`src/rtl/uart_arb_pkg.sv`:
```
// uart_arb_pkg: shared FSM state type and grant-index width helper for the UART TX arbiter.
package uart_arb_pkg;
  typedef enum logic {ST_IDLE = 1'b0, ST_SETTLE = 1'b1} state_t;
  function automatic int grant_w(input int n);
    return (n <= 1) ? 1 : $clog2(n);
  endfunction
endpackage

```
`src/rtl/uart_rr_pick.sv`:
```
// uart_rr_pick: combinational rotate-priority picker, first set request at or after i_ptr (wrapping).
module uart_rr_pick
  import uart_arb_pkg::*;
#(
  parameter int N  = 4,
  parameter int GW = grant_w(N)
) (
  input  logic [N-1:0]  i_req,
  input  logic [GW-1:0] i_ptr,
  output logic [GW-1:0] o_idx,
  output logic          o_any
);
  logic [N-1:0] w_rot;
  logic [GW:0]  w_sum;
  assign w_rot = N'({i_req, i_req} >> i_ptr);
  assign o_any = |i_req;
  // Descending scan so the smallest offset from i_ptr wins.
  always_comb begin
    w_sum = '0;
    for (int k = N - 1; k >= 0; k--)
      if (w_rot[k]) w_sum = (GW+1)'(i_ptr) + (GW+1)'(k);
    o_idx = GW'(w_sum >= (GW+1)'(N) ? w_sum - (GW+1)'(N) : w_sum);
  end
endmodule

```
`src/rtl/uart_tx_arbiter.sv`:
```
// uart_tx_arbiter: round-robin sharing of the uart_fifo transmit port among NUM_REQ byte sources.
// Define UART_TX_ARB_LOCK_EN to keep multi-byte packets (req_last framing) contiguous.
module uart_tx_arbiter
  import uart_arb_pkg::*;
#(
  parameter  int NUM_REQ = 4,
  parameter  int CNT_W   = 16,
  localparam int GRANT_W = grant_w(NUM_REQ)
) (
  input  logic                 Pclk,
  input  logic                 RESET_N,
  input  logic [NUM_REQ-1:0]   req_valid,
  input  logic [8*NUM_REQ-1:0] req_data,
  input  logic [NUM_REQ-1:0]   req_last,
  output logic [NUM_REQ-1:0]   req_ack,
  output logic [7:0]           tx_byte,
  output logic                 transmit,
  input  logic                 tx_fifo_full,
  output logic [GRANT_W-1:0]   grant_id,
  output logic                 busy,
  output logic [CNT_W-1:0]     tx_count
);
  state_t             r_state;
  logic [GRANT_W-1:0] r_ptr;
  logic [GRANT_W-1:0] w_g;
  logic [GRANT_W-1:0] w_next;
  logic [NUM_REQ-1:0] w_req;
  logic [7:0]         w_byte;
  logic               w_any;
  logic               w_go;
`ifdef UART_TX_ARB_LOCK_EN
  logic               r_lock;
  logic [GRANT_W-1:0] r_owner;
  assign w_req = r_lock ? req_valid & (NUM_REQ'(1) << r_owner) : req_valid;
`else
  logic w_unused_last;
  assign w_unused_last = ^req_last;
  assign w_req = req_valid;
`endif
  uart_rr_pick #(.N(NUM_REQ), .GW(GRANT_W)) u_pick (
    .i_req(w_req),
    .i_ptr(r_ptr),
    .o_idx(w_g),
    .o_any(w_any)
  );
  assign w_go   = r_state == ST_IDLE && w_any && !tx_fifo_full;
  assign w_next = w_g == GRANT_W'(NUM_REQ - 1) ? '0 : w_g + 1'b1;
  always_comb begin
    w_byte = '0;
    for (int i = 0; i < NUM_REQ; i++)
      if (w_g == GRANT_W'(i)) w_byte = req_data[8*i +: 8];
  end
  // SETTLE always follows a grant so uart_fifo can update tx_fifo_full before the next pick.
  always_ff @(posedge Pclk or negedge RESET_N) begin
    if (!RESET_N) begin
      r_state  <= ST_IDLE;
      r_ptr    <= '0;
      req_ack  <= '0;
      tx_byte  <= '0;
      transmit <= 1'b0;
      grant_id <= '0;
      busy     <= 1'b0;
      tx_count <= '0;
`ifdef UART_TX_ARB_LOCK_EN
      r_lock   <= 1'b0;
      r_owner  <= '0;
`endif
    end else begin
      r_state  <= w_go ? ST_SETTLE : ST_IDLE;
      transmit <= w_go;
      busy     <= w_go;
      req_ack  <= w_go ? NUM_REQ'(1) << w_g : '0;
      if (w_go) begin
        tx_byte  <= w_byte;
        grant_id <= w_g;
        tx_count <= tx_count + 1'b1;
`ifdef UART_TX_ARB_LOCK_EN
        if (req_last[w_g]) begin
          r_lock <= 1'b0;
          r_ptr  <= w_next;
        end else begin
          r_lock  <= 1'b1;
          r_owner <= w_g;
        end
`else
        r_ptr <= w_next;
`endif
      end
    end
  end
endmodule
```
`config.mk`:
```
export PLATFORM = sky130hd
export DESIGN_NAME = uart_tx_arbiter
export DESIGN_NICKNAME = d
export VERILOG_FILES = /design/src/rtl/uart_arb_pkg.sv /design/src/rtl/uart_rr_pick.sv /design/src/rtl/uart_tx_arbiter.sv
export SDC_FILE = /design/constraint.sdc
export NUM_CORES = 1
export LEC_CHECK = 0
export CORE_MARGIN = 2
export CORE_UTILIZATION = 42
export DETAILED_ROUTE_END_ITERATION = 6
export GPL_TIMING_DRIVEN = 0
export PLACE_DENSITY = 0.8
export RECOVER_POWER = 50
export SLEW_MARGIN = 20
export SYNTH_ARGS = -nofsm -noshare
export SYNTH_HDL_FRONTEND = slang
export SYNTH_HIERARCHICAL = 1
export SYNTH_SLANG_ARGS = --single-unit
```
`constraint.sdc`:
```
create_clock -name Pclk -period 2.6 [get_ports Pclk]
set_input_delay 0.52 -clock Pclk [delete_from_list [all_inputs] [get_ports Pclk]]
set_output_delay 0.52 -clock Pclk [all_outputs]
set_load 0.1 [all_outputs]
```
# Word level (Yosys, flattened, before mapping)
# Cells that the tools add are included.
# W data, S select, Z words.
[totals]
ff_bits = 34
out_inout_bits = 32
in_bits = 43
wordCells = 37
[classes]
reduce_logical = 5
n_eq_ne = 3
n_mux = 12
n_addsub = 6
magnitude_cmp = 1
shift = 2
bitwise = 1
[op_table]
columns = ["cell", "n"]
rows = [
  ["$mux W8", 4],
  ["$add A16 B1 Y16 const B", 1],
  ["$mux W3", 4],
  ["$shr A8 B2 Y4", 1],
  ["$add A2 B2 Y3 const B", 2],
  ["$eq A2 B2 Y1 const B", 2],
  ["$mux W2", 2],
  ["$mux W4", 1],
  ["$reduce_or A4 Y1", 1],
  ["$shl A1 B2 Y4 const A", 1],
  ["$add A2 B1 Y3 const B", 1],
  ["$ge A3 B3 Y1 const B", 1],
  ["$add A2 B1 Y2 const B", 1],
  ["$eq A2 B1 Y1 const B", 1],
  ["$logic_and A1 B1 Y1", 2],
  ["$logic_not A2 Y1", 1],
  ["$sub A2 B1 Y2 const B", 1],
  ["$logic_not A1 Y1", 1],
  ["$mux W1", 1],
  ["$not A1 Y1", 1],
]

# Longest topological paths before layout
# Gate-level depths: netlist of the first run.
[depth]
depth_word = 12
ltp_mapped = 11
ltp_nobuf = 9

# Modules after synthesis
# Netlist of the first run, hierarchy kept.
[modules_own_cells]
columns = ["module", "area_each_um2", "cells_each", "n_inst"]
rows = [
  ["uart_tx_arbiter", 1619.1, 166, 1],
  ["uart_rr_pick", 77.6, 15, 1],
]

# Worst setup path before layout of the first run
# Ideal clock, no wire load.
[synth_path]
path_kind = "input -> register"
from = "input port req_valid[1]"
to = "register tx_byte[6]"
path_buffers = 2
setup_time_ns = 0.137
t_arrival_ns = 2.180
slack_ns = 0.283
stages = 11
path_cell_list = "inv_1 > a221o_1 > a21oi_1 > inv_1 > ha_1 > clkbuf_1 > clkbuf_1 > a21oi_1 > o21ai_0 > a22oi_1 > a21oi_1"
[synth_via]
elab_chain_cells = 12
word_cells_on_any_way = 19
cone_classes = "add/sub (1); order compare (1); eq/ne (3); shift (1); mux (9); reduce/logical (4)"
[synth_lines]
columns = ["element", "line", "text"]
rows = [
  ["start: declaration", "uart_tx_arbiter.sv:12", "input logic [NUM_REQ-1:0] req_valid,"],
  ["$shr A8 B2 Y4 (*)", "uart_rr_pick.sv:15", "assign w_rot = N'({i_req, i_req} >> i_ptr);"],
  ["$mux W3 (3 in series)", "uart_rr_pick.sv:21", "if (w_rot[k]) w_sum = (GW+1)'(i_ptr) + (GW+1)'(k);"],
  ["$mux W3 (*)", "uart_rr_pick.sv:21", ""],
  ["$ge A3 B3 Y1 or $sub A2 B1 Y2 (tied branches)", "uart_rr_pick.sv:22", "o_idx = GW'(w_sum >= (GW+1)'(N) ? w_sum - (GW+1)'(N) : w_sum);"],
  ["$mux W2 (*)", "uart_rr_pick.sv:22", ""],
  ["via w_g[0]", "uart_tx_arbiter.sv:25", "logic [GRANT_W-1:0] w_g;"],
  ["$logic_not A2 Y1", "uart_tx_arbiter.sv:51", "if (w_g == GRANT_W'(i)) w_byte = req_data[8*i +: 8];"],
  ["$mux W8 (3 in series)", "uart_tx_arbiter.sv:51", ""],
  ["$mux W8 (*)", "uart_tx_arbiter.sv:51", ""],
  ["end signal: assignment", "uart_tx_arbiter.sv:74", "tx_byte <= w_byte;"],
  ["end: declaration", "uart_tx_arbiter.sv:16", "output logic [7:0] tx_byte,"],
]
# Mark *: on every way through the listed nets, which the timed path passes. The rest lies on a longest branch.
# A chain may end at the register's enable or synchronous reset.

# Final worst setup path of the first run
[layout_path]
from = "input port req_valid[1]"
to = "register r_ptr[0]"
[layout_via]
elab_chain_cells = 9
word_cells_on_any_way = 14
cone_classes = "add/sub (2); order compare (1); eq/ne (1); shift (1); mux (6); reduce/logical (3)"
[layout_lines]
columns = ["element", "line", "text"]
rows = [
  ["$shr A8 B2 Y4 (*)", "uart_rr_pick.sv:15", ""],
  ["$mux W3 (3 in series)", "uart_rr_pick.sv:21", ""],
  ["$mux W3 (*)", "uart_rr_pick.sv:21", ""],
  ["$ge A3 B3 Y1 or $sub A2 B1 Y2 (tied branches)", "uart_rr_pick.sv:22", ""],
  ["$mux W2 (*)", "uart_rr_pick.sv:22", ""],
  ["via w_g[0]", "uart_tx_arbiter.sv:25", ""],
  ["$add A2 B1 Y2 or $eq A2 B2 Y1 (tied branches)", "uart_tx_arbiter.sv:47", "assign w_next = w_g == GRANT_W'(NUM_REQ - 1) ? '0 : w_g + 1'b1;"],
  ["$mux W2 (*)", "uart_tx_arbiter.sv:47", ""],
  ["end signal: assignment", "uart_tx_arbiter.sv:86", "r_ptr <= w_next;"],
  ["end: declaration", "uart_tx_arbiter.sv:24", "logic [GRANT_W-1:0] r_ptr;"],
]
# Marked as above.

==> metrics.md, run 1 <==
| Metric | Value |
|---|---|
| Status | complete, but fails checks |
| Failing checks | capacitance limit, slew limit |
| Met3 Track Usage GR | 7.833% |
| Slew HR | -11.19% |
| Seq pwr share | 25.0% |
| CP max FO | 10 |
| Minimum clock period | 2.499 ns |
| Setup violators final | 0 |
| DRT Pass-1 Iters | 7 |
| Worst R2R Path Depth | 11 |
| Yosys cell types | 26 |
| Die Width | 67.56 um |
| Antenna violations before repair | 0 |
| Vias | 1565 |
| Die ar. | 4564 um^2 |
| CTS root buffer | clkbuf_8 |
| CP Capture Type | flop |
| CTS Buf Count | 5 |
| Worst slew pin tran | 1.668 ns |
| Drt drc | 0 |
| Synth warn | 6 |
| CP Launch Type | input port |
| Post-synthesis register bit count | 33 |
| HP Class | flop to flop |
| Worst Skew | 0.003794 ns |
| CTS tree | built |
| Hold Vio Cnt, Final | 0 |
| GR Util met2 | 30.64% |
| Critical path arrival | 2.67 ns |
| Hold path depth | 1 |
| Clock tree buffer depth | 2 |
| Final Wtd Congestion | 0.7815 |
| Hold Path Origin | tx_count[15]$_DFFE_PN0P_ |
| Largest net degree at the start of global routing | 34 |
| Worst Path Required | 2.77 ns |
| Via/cell ratio | 5.098 |
| Htree depth | 2 |
| Maximum Capacitance Violations | 1 |
| WL final | 4.060 mm |
| Die height | 67.56 um |
| Lkg Pwr | 1.150 nW |
| Cell taking the most area after synthesis | dfrtp_1 |
| Slew Limit Fails | 34 |
| WL/cell | 13.22 um |
| Avg Cell Area, Syn | 9.374 um^2 |
| Hold Path End | tx_count[15]$_DFFE_PN0P_ |
| GRT overflow | 0 |
| Port Buffers | 70 |
| RR Startpoint | r_ptr[1]$_DFFE_PN0P_ |
| Post-layout nets | 304 |
| ANT cells | 0 |
| Core Region | 3943 um^2 |
| Combinational group share of total power | 63.3% |
| Cell internal pwr | 1.405 mW |
| Clock share of power | 11.7% |
| Area growth from synthesis to layout | 50.37% |
| Overall Power | 3.158 mW |
| M1 GR Usage | 23.20% |
| Net Sw Frac | 55.50% |
| P_sw | 1.753 mW |
| First-pass GRT wire length | 6.499 mm |
| Tcrit/Tclk final | 96.10% |
| Starting Density | 43.03% |
| Setup CP Type | input port to flop |
| Seq/Total Area, Yosys | 48.67% |
| R2R Setup Slk | 0.48 ns |
| Ranking of synthesized cells by area | dfrtp_1 49%, a21oi_1 8.3%, xnor2_1 4.1%, ha_1 3.7%, xor2_1 3.6% |
| Placed Area | 2455 um^2 |
| Post-Syn Instances | 181 |
| Clk sinks | 33 |
| VDD IR max | 0.0009748 V |
| Mapped Nets | 229 |
| Top-area cell type share of the netlist area | 48.67% |
| Mapped Area | 1697 um^2 |
| GR peak layer | met2 |
| Fill count | 333 |
| Layout cells sized above 1 | 8.171% |
| Design area | 2551 um^2 |
| Maximum clock frequency | 400.2 MHz |
| Row count | 23 |
| PwrDens | 1238 nW/um^2 |
| CTS Hold Bufs | 0 |
| Final Core Density | 64.71% |
| Clk_lat worst skew | 0.29 ns |
| Detail Route Antenna Nets | 0 |
| Clk slew on worst S/H paths | 0.06 ns |
| Reg2reg end | tx_byte[5]$_DFFE_PN0P_ |
| Iter 0 DRT Violations | 100 |
| DP Wirelength | 2.989 mm |
| Boundary pin count | 75 |
| All-layer global routing usage | 19.39% |
| Vias in the first global route | 1412 |
==> cell type report <==
class / instances / area [um^2] / area share, %
Buffer: 9 / 47.55 / 1.864
Clock buffer: 6 / 72.57 / 2.845
Clock inverter: 2 / 10.01 / 0.3923
Inverter: 16 / 60.06 / 2.354
Multi-Input combinational cell: 120 / 770.7 / 30.21
Sequential cell: 33 / 825.8 / 32.37
Tap cell: 50 / 62.56 / 2.452
Timing Repair Buffer: 71 / 701.9 / 27.51
==> worst max-delay path: stages <==
cell             delay, ns
clkdlybuf4s50_1       0.50
inv_1                 0.06
a221o_1               0.35
a21oi_4               0.18
ha_1                  0.41
clkbuf_2              0.32
nor2_1                0.06
mux2_2                0.26
==> placed cells by master (no fill, tap or decap), types with 2 or more instances in the layout <==
cell type,n
clkbuf_4,2
xnor2_1,8
clkbuf_1,6
nand2_1,13
clkdlybuf4s50_1,69
buf_4,2
nand3_1,5
a21oi_1,26
nor2_1,13
nand2b_1,2
dfrtp_1,33
and2_1,4
ha_1,4
mux2_2,5
and3_1,4
and4_1,4
a22oi_1,8
o21ai_0,8
clkinv_2,2
xor2_1,7
clkbuf_8,5
inv_1,16
==> worst max path at each step <==
stage                 startpoint                      to  slack (ns)  cells after the start
floorplan           req_valid[1]  tx_byte[6]$_DFFE_PN0P_        0.28                     11
global placement    req_valid[1]    r_ptr[0]$_DFFE_PN0P_       -0.64                      9
detailed placement  req_valid[1]    r_ptr[0]$_DFFE_PN0P_       -0.64                      9
CTS                 req_valid[1]  tx_byte[6]$_DFFE_PN0P_       0.003                     11
global route        req_valid[0]  tx_byte[4]$_DFFE_PN0P_      -0.003                     11
finish              req_valid[1]    r_ptr[0]$_DFFE_PN0P_        0.10                      8
==> power groups by stage <==
stage	Combinational [mW]	Clock, mW	Sequential [mW]
after floorplan	0.487	0	1.76
after global placement	1.93	0	0.794
after detailed placement	1.95	0	0.801
after CTS	1.98	0.382	0.792
after global routing	2.11	0.396	0.816
final	2.00	0.369	0.791
==> synth_stat cells <==
cell / count
nor3_1: 1
nand3_1: 5
clkbuf_1: 7
nor3b_2: 1
o21ai_1: 1
inv_1: 16
dfrtp_1: 33
nand4_1: 1
nand2b_1: 2
nor2_1: 13
ha_1: 5
and4_1: 4
xnor2_1: 8
buf_2: 3
a221o_1: 1
nand2_1: 13
o221ai_1: 1
o21ai_0: 8
a21oi_1: 28
xor2_1: 7
buf_1: 1
mux2_2: 5
buf_4: 1
and3_1: 4
and2_1: 4
a22oi_1: 8
==> state kept, by name, summed over array words and instances (netlist names) <==
signal,cells
busy,1
req_ack,4
grant_id,2
tx_byte,8
r_ptr,2
tx_count,16
==> cells by family after synthesis <==
family | after synthesis | synth area share, %
AOI/OAI and AO/OA | 47 | 15.56
xor gates and xnor gates | 15 | 7.744
adders and majority gates | 5 | 3.687
buffers and inverters | 28 | 6.637
DFF | 33 | 48.67
muxes | 5 | 3.318
and+or+nand+nor | 48 | 14.38
==> layer usage <==
metal  share of wire [%]  vias to the layer above
met4                 1.2                        0
met3                 8.8                        7
met2                  48                       63
met1                  42                      736
li1                    -                      759
met5                   0                        -
==> through the flow <==
step           hold slack [ns]   TNS [ns]  worst slack [ns]  std cells
2_1_floorplan           0.2244          0            0.2832        181
3_3_place_gp            0.4605     -6.304           -0.6410        301
3_5_place_dp            0.4616     -6.506           -0.6443        301
4_1_cts                 0.3020          0          0.002933        307
5_1_grt                 0.5081  -0.004890         -0.003027        307
6_report                0.4699          0            0.1013        307
==> repair_timing <==
item	CTS	global route
buffers inserted	0	1
pin swaps	0	1
cloned	0	0
resized for setup	6	4
setup endpoints to repair	11	9
Power figures use the tool's default switching activity.
==> inputs of run 2 (changes only) <==
- GPL_TIMING_DRIVEN: 0 -> 1
- PLACE_DENSITY: 0.8 -> 0.88
==> run 2 against run 1 <==
Effect of this change: the run still ends with capacitance limit, slew limit left; clock-buffer cell count unchanged; sequential cell count unchanged; largest power group unchanged; sequential power shrank 0.5%; critical endpoint is now tx_byte[3]$_DFFE_PN0P_; sequential share of layout area grew 1.5 points; maximum frequency up 5.1%; power fell by 3.5%; clock skew down 0.0021 ns; routed wire length down 0.86%.
==> metrics.md, run 2 (same netlist as run 1, synthesis figures left out) <==
| Metric | Value |
|---|---|
| Status | complete, but fails checks |
| Failing checks | capacitance limit, slew limit |
| Clk_lat worst skew | 0.28 ns |
| CP max FO | 7 |
| HP Class | flop to flop |
| Worst Path Required | 2.76 ns |
| Largest Register | tx_count |
| DP Wirelength | 3.082 mm |
| Hold path depth | 1 |
| Maximum Capacitance Violations | 1 |
| CTS Hold Bufs | 0 |
| CP Capture Type | flop |
| Setup CP Type | input port to flop |
| Post-layout nets | 304 |
| Via/cell ratio | 4.909 |
| GR peak layer | met2 |
| Most common cell after layout, fill and taps aside | clkdlybuf4s50_1 |
| Slew HR | -15.28% |
| Die ar. | 4564 um^2 |
| CP Launch Type | input port |
| Largest net degree at the start of global routing | 34 |
| Vias in the first global route | 1393 |
| Max reg flops | 16 |
| Die Width | 67.56 um |
| RSZ-0062 raised after global routing | false |
| Worst slew pin tran | 1.729 ns |
| CTS root buffer | clkbuf_8 |
| Critical path arrival | 2.54 ns |
| Met3 Track Usage GR | 6.333% |
| Port Buffers | 70 |
| Slew Limit Fails | 34 |
| WL final | 4.025 mm |
| PwrDens | 1249 nW/um^2 |
| Iter 0 DRT Violations | 82 |
| R2R Setup Slk | 0.53 ns |
| GRT overflow | 0 |
| Boundary pin count | 75 |
| Worst R2R Path Depth | 10 |
| CTS tree | built |
| ANT cells | 0 |
| Clk sinks | 33 |
| GR Util met2 | 32.35% |
| Minimum clock period | 2.378 ns |
| CTS Buf Count | 5 |
| Lkg Pwr | 1.156 nW |
| Row count | 23 |
| RR Startpoint | r_ptr[0]$_DFFE_PN0P_ |
| Most frequent cells in the layout | 38 x clkdlybuf4s50_1, 33 x dfrtp_1, 28 x a21oi_1 |
| Hold Vio Cnt, Final | 0 |
| Core Region | 3943 um^2 |
| Clk slew on worst S/H paths | 0.06 ns |
| Placed Area | 2421 um^2 |
| Setup TNS | 0 ns |
| Post CTS Setup Buffer Count | 0 |
| Hold Path Origin | tx_count[15]$_DFFE_PN0P_ |
| Final Core Density | 61.89% |
| WHS | 0.4694 ns |
| Htree depth | 2 |
| Worst Skew | 0.001712 ns |
| Reg2reg end | tx_byte[3]$_DFFE_PN0P_ |
| Die height | 67.56 um |
| First-pass GRT wire length | 6.279 mm |
| Biggest regs | tx_count (16), tx_byte (8), req_ack (4) |
| WL/cell | 13.11 um |
| Post-cts sizing count | 0 |
| All-layer global routing usage | 18.86% |
| M1 GR Usage | 21.74% |
| Detail Route Antenna Nets | 0 |
| Area growth from synthesis to layout | 43.81% |
| Setup violators final | 0 |
| Tcrit/Tclk final | 91.46% |
| VDD IR max | 0.0008606 V |
| Vias | 1507 |
| Clock tree buffer depth | 2 |
| Maximum clock frequency | 420.5 MHz |
| Drt drc | 0 |
| Starting Density | 43.03% |
| Hold Path End | tx_count[15]$_DFFE_PN0P_ |
| Final Wtd Congestion | 0.7075 |
| Layout cells sized above 1 | 14.79% |
| Antenna violations before repair | 0 |
| Design area | 2440 um^2 |
| DRT Pass-1 Iters | 4 |
-- run 2: cell types whose count changed in the layout (fill, tap and decap cells not counted), sizes merged --
cell	before	now
clkbuf	14	23
clkdlybuf4s50	69	38
buf	3	25
-- run 2: area by class of cell --
cell class,count,area [um^2]
well taps,50,62.56
clock buffers,6,72.57
fillers,348,1503
inverters,16,60.06
multi-input cells,120,764.5
flip-flops and latches,33,825.8
repair buffers,80,644.4
clock inverters,2,10.01
-- run 2: critical path, stage by stage --
cell	delay, ns
clkdlybuf4s50_1	0.48
inv_1	0.06
a221o_1	0.30
a21oi_1	0.23
inv_1	0.09
ha_1	0.22
buf_4	0.16
a21oi_1	0.11
o21ai_0	0.11
a22oi_1	0.16
a21oi_1	0.09
-- run 2: worst max path at each step --
stage / from / endpoint / slack, ns / depth (start not counted)
CTS: req_valid[1] / tx_byte[3]$_DFFE_PN0P_ / 0.24 / 11
detailed placement: req_valid[1] / tx_byte[1]$_DFFE_PN0P_ / -0.05 / 11
global placement: req_valid[1] / tx_byte[1]$_DFFE_PN0P_ / -0.02 / 11
global route: RESET_N / tx_byte[4]$_DFFE_PN0P_ / 0.06 / 2
floorplan: req_valid[1] / tx_byte[6]$_DFFE_PN0P_ / 0.28 / 11
finish: req_valid[1] / tx_byte[3]$_DFFE_PN0P_ / 0.22 / 11
-- run 2: power by group --
part | switching [mW] | internal, mW
clock network | 0.186 | 0.185
logic | 1.43 | 0.457
registers | 0.122 | 0.665
total | 1.74 | 1.31
-- run 2: stage by stage --
stage | instances | total power, mW | worst slack, ns
2_1_floorplan | 181 | 2.248 | 0.2832
3_3_place_gp | 299 | 2.727 | -0.01696
3_5_place_dp | 299 | 2.772 | -0.04828
4_1_cts | 307 | 3.150 | 0.2430
5_1_grt | 307 | 3.219 | 0.05528
6_report | 307 | 3.047 | 0.2220
-- run 2: per-layer routing --
layer,wire length [um],vias to the layer above,part of all wire [%]
li1,-,757,-
met1,1612,693,40
met2,2078,50,52
met3,278,7,6.9
met4,55,0,1.4
met5,0,-,0
==> inputs of run 3 (changes only) <==
- SLEW_MARGIN: 20 -> 0
==> results of run 3 <==
Final layout, timing and power as in run 2 (identical DEF).
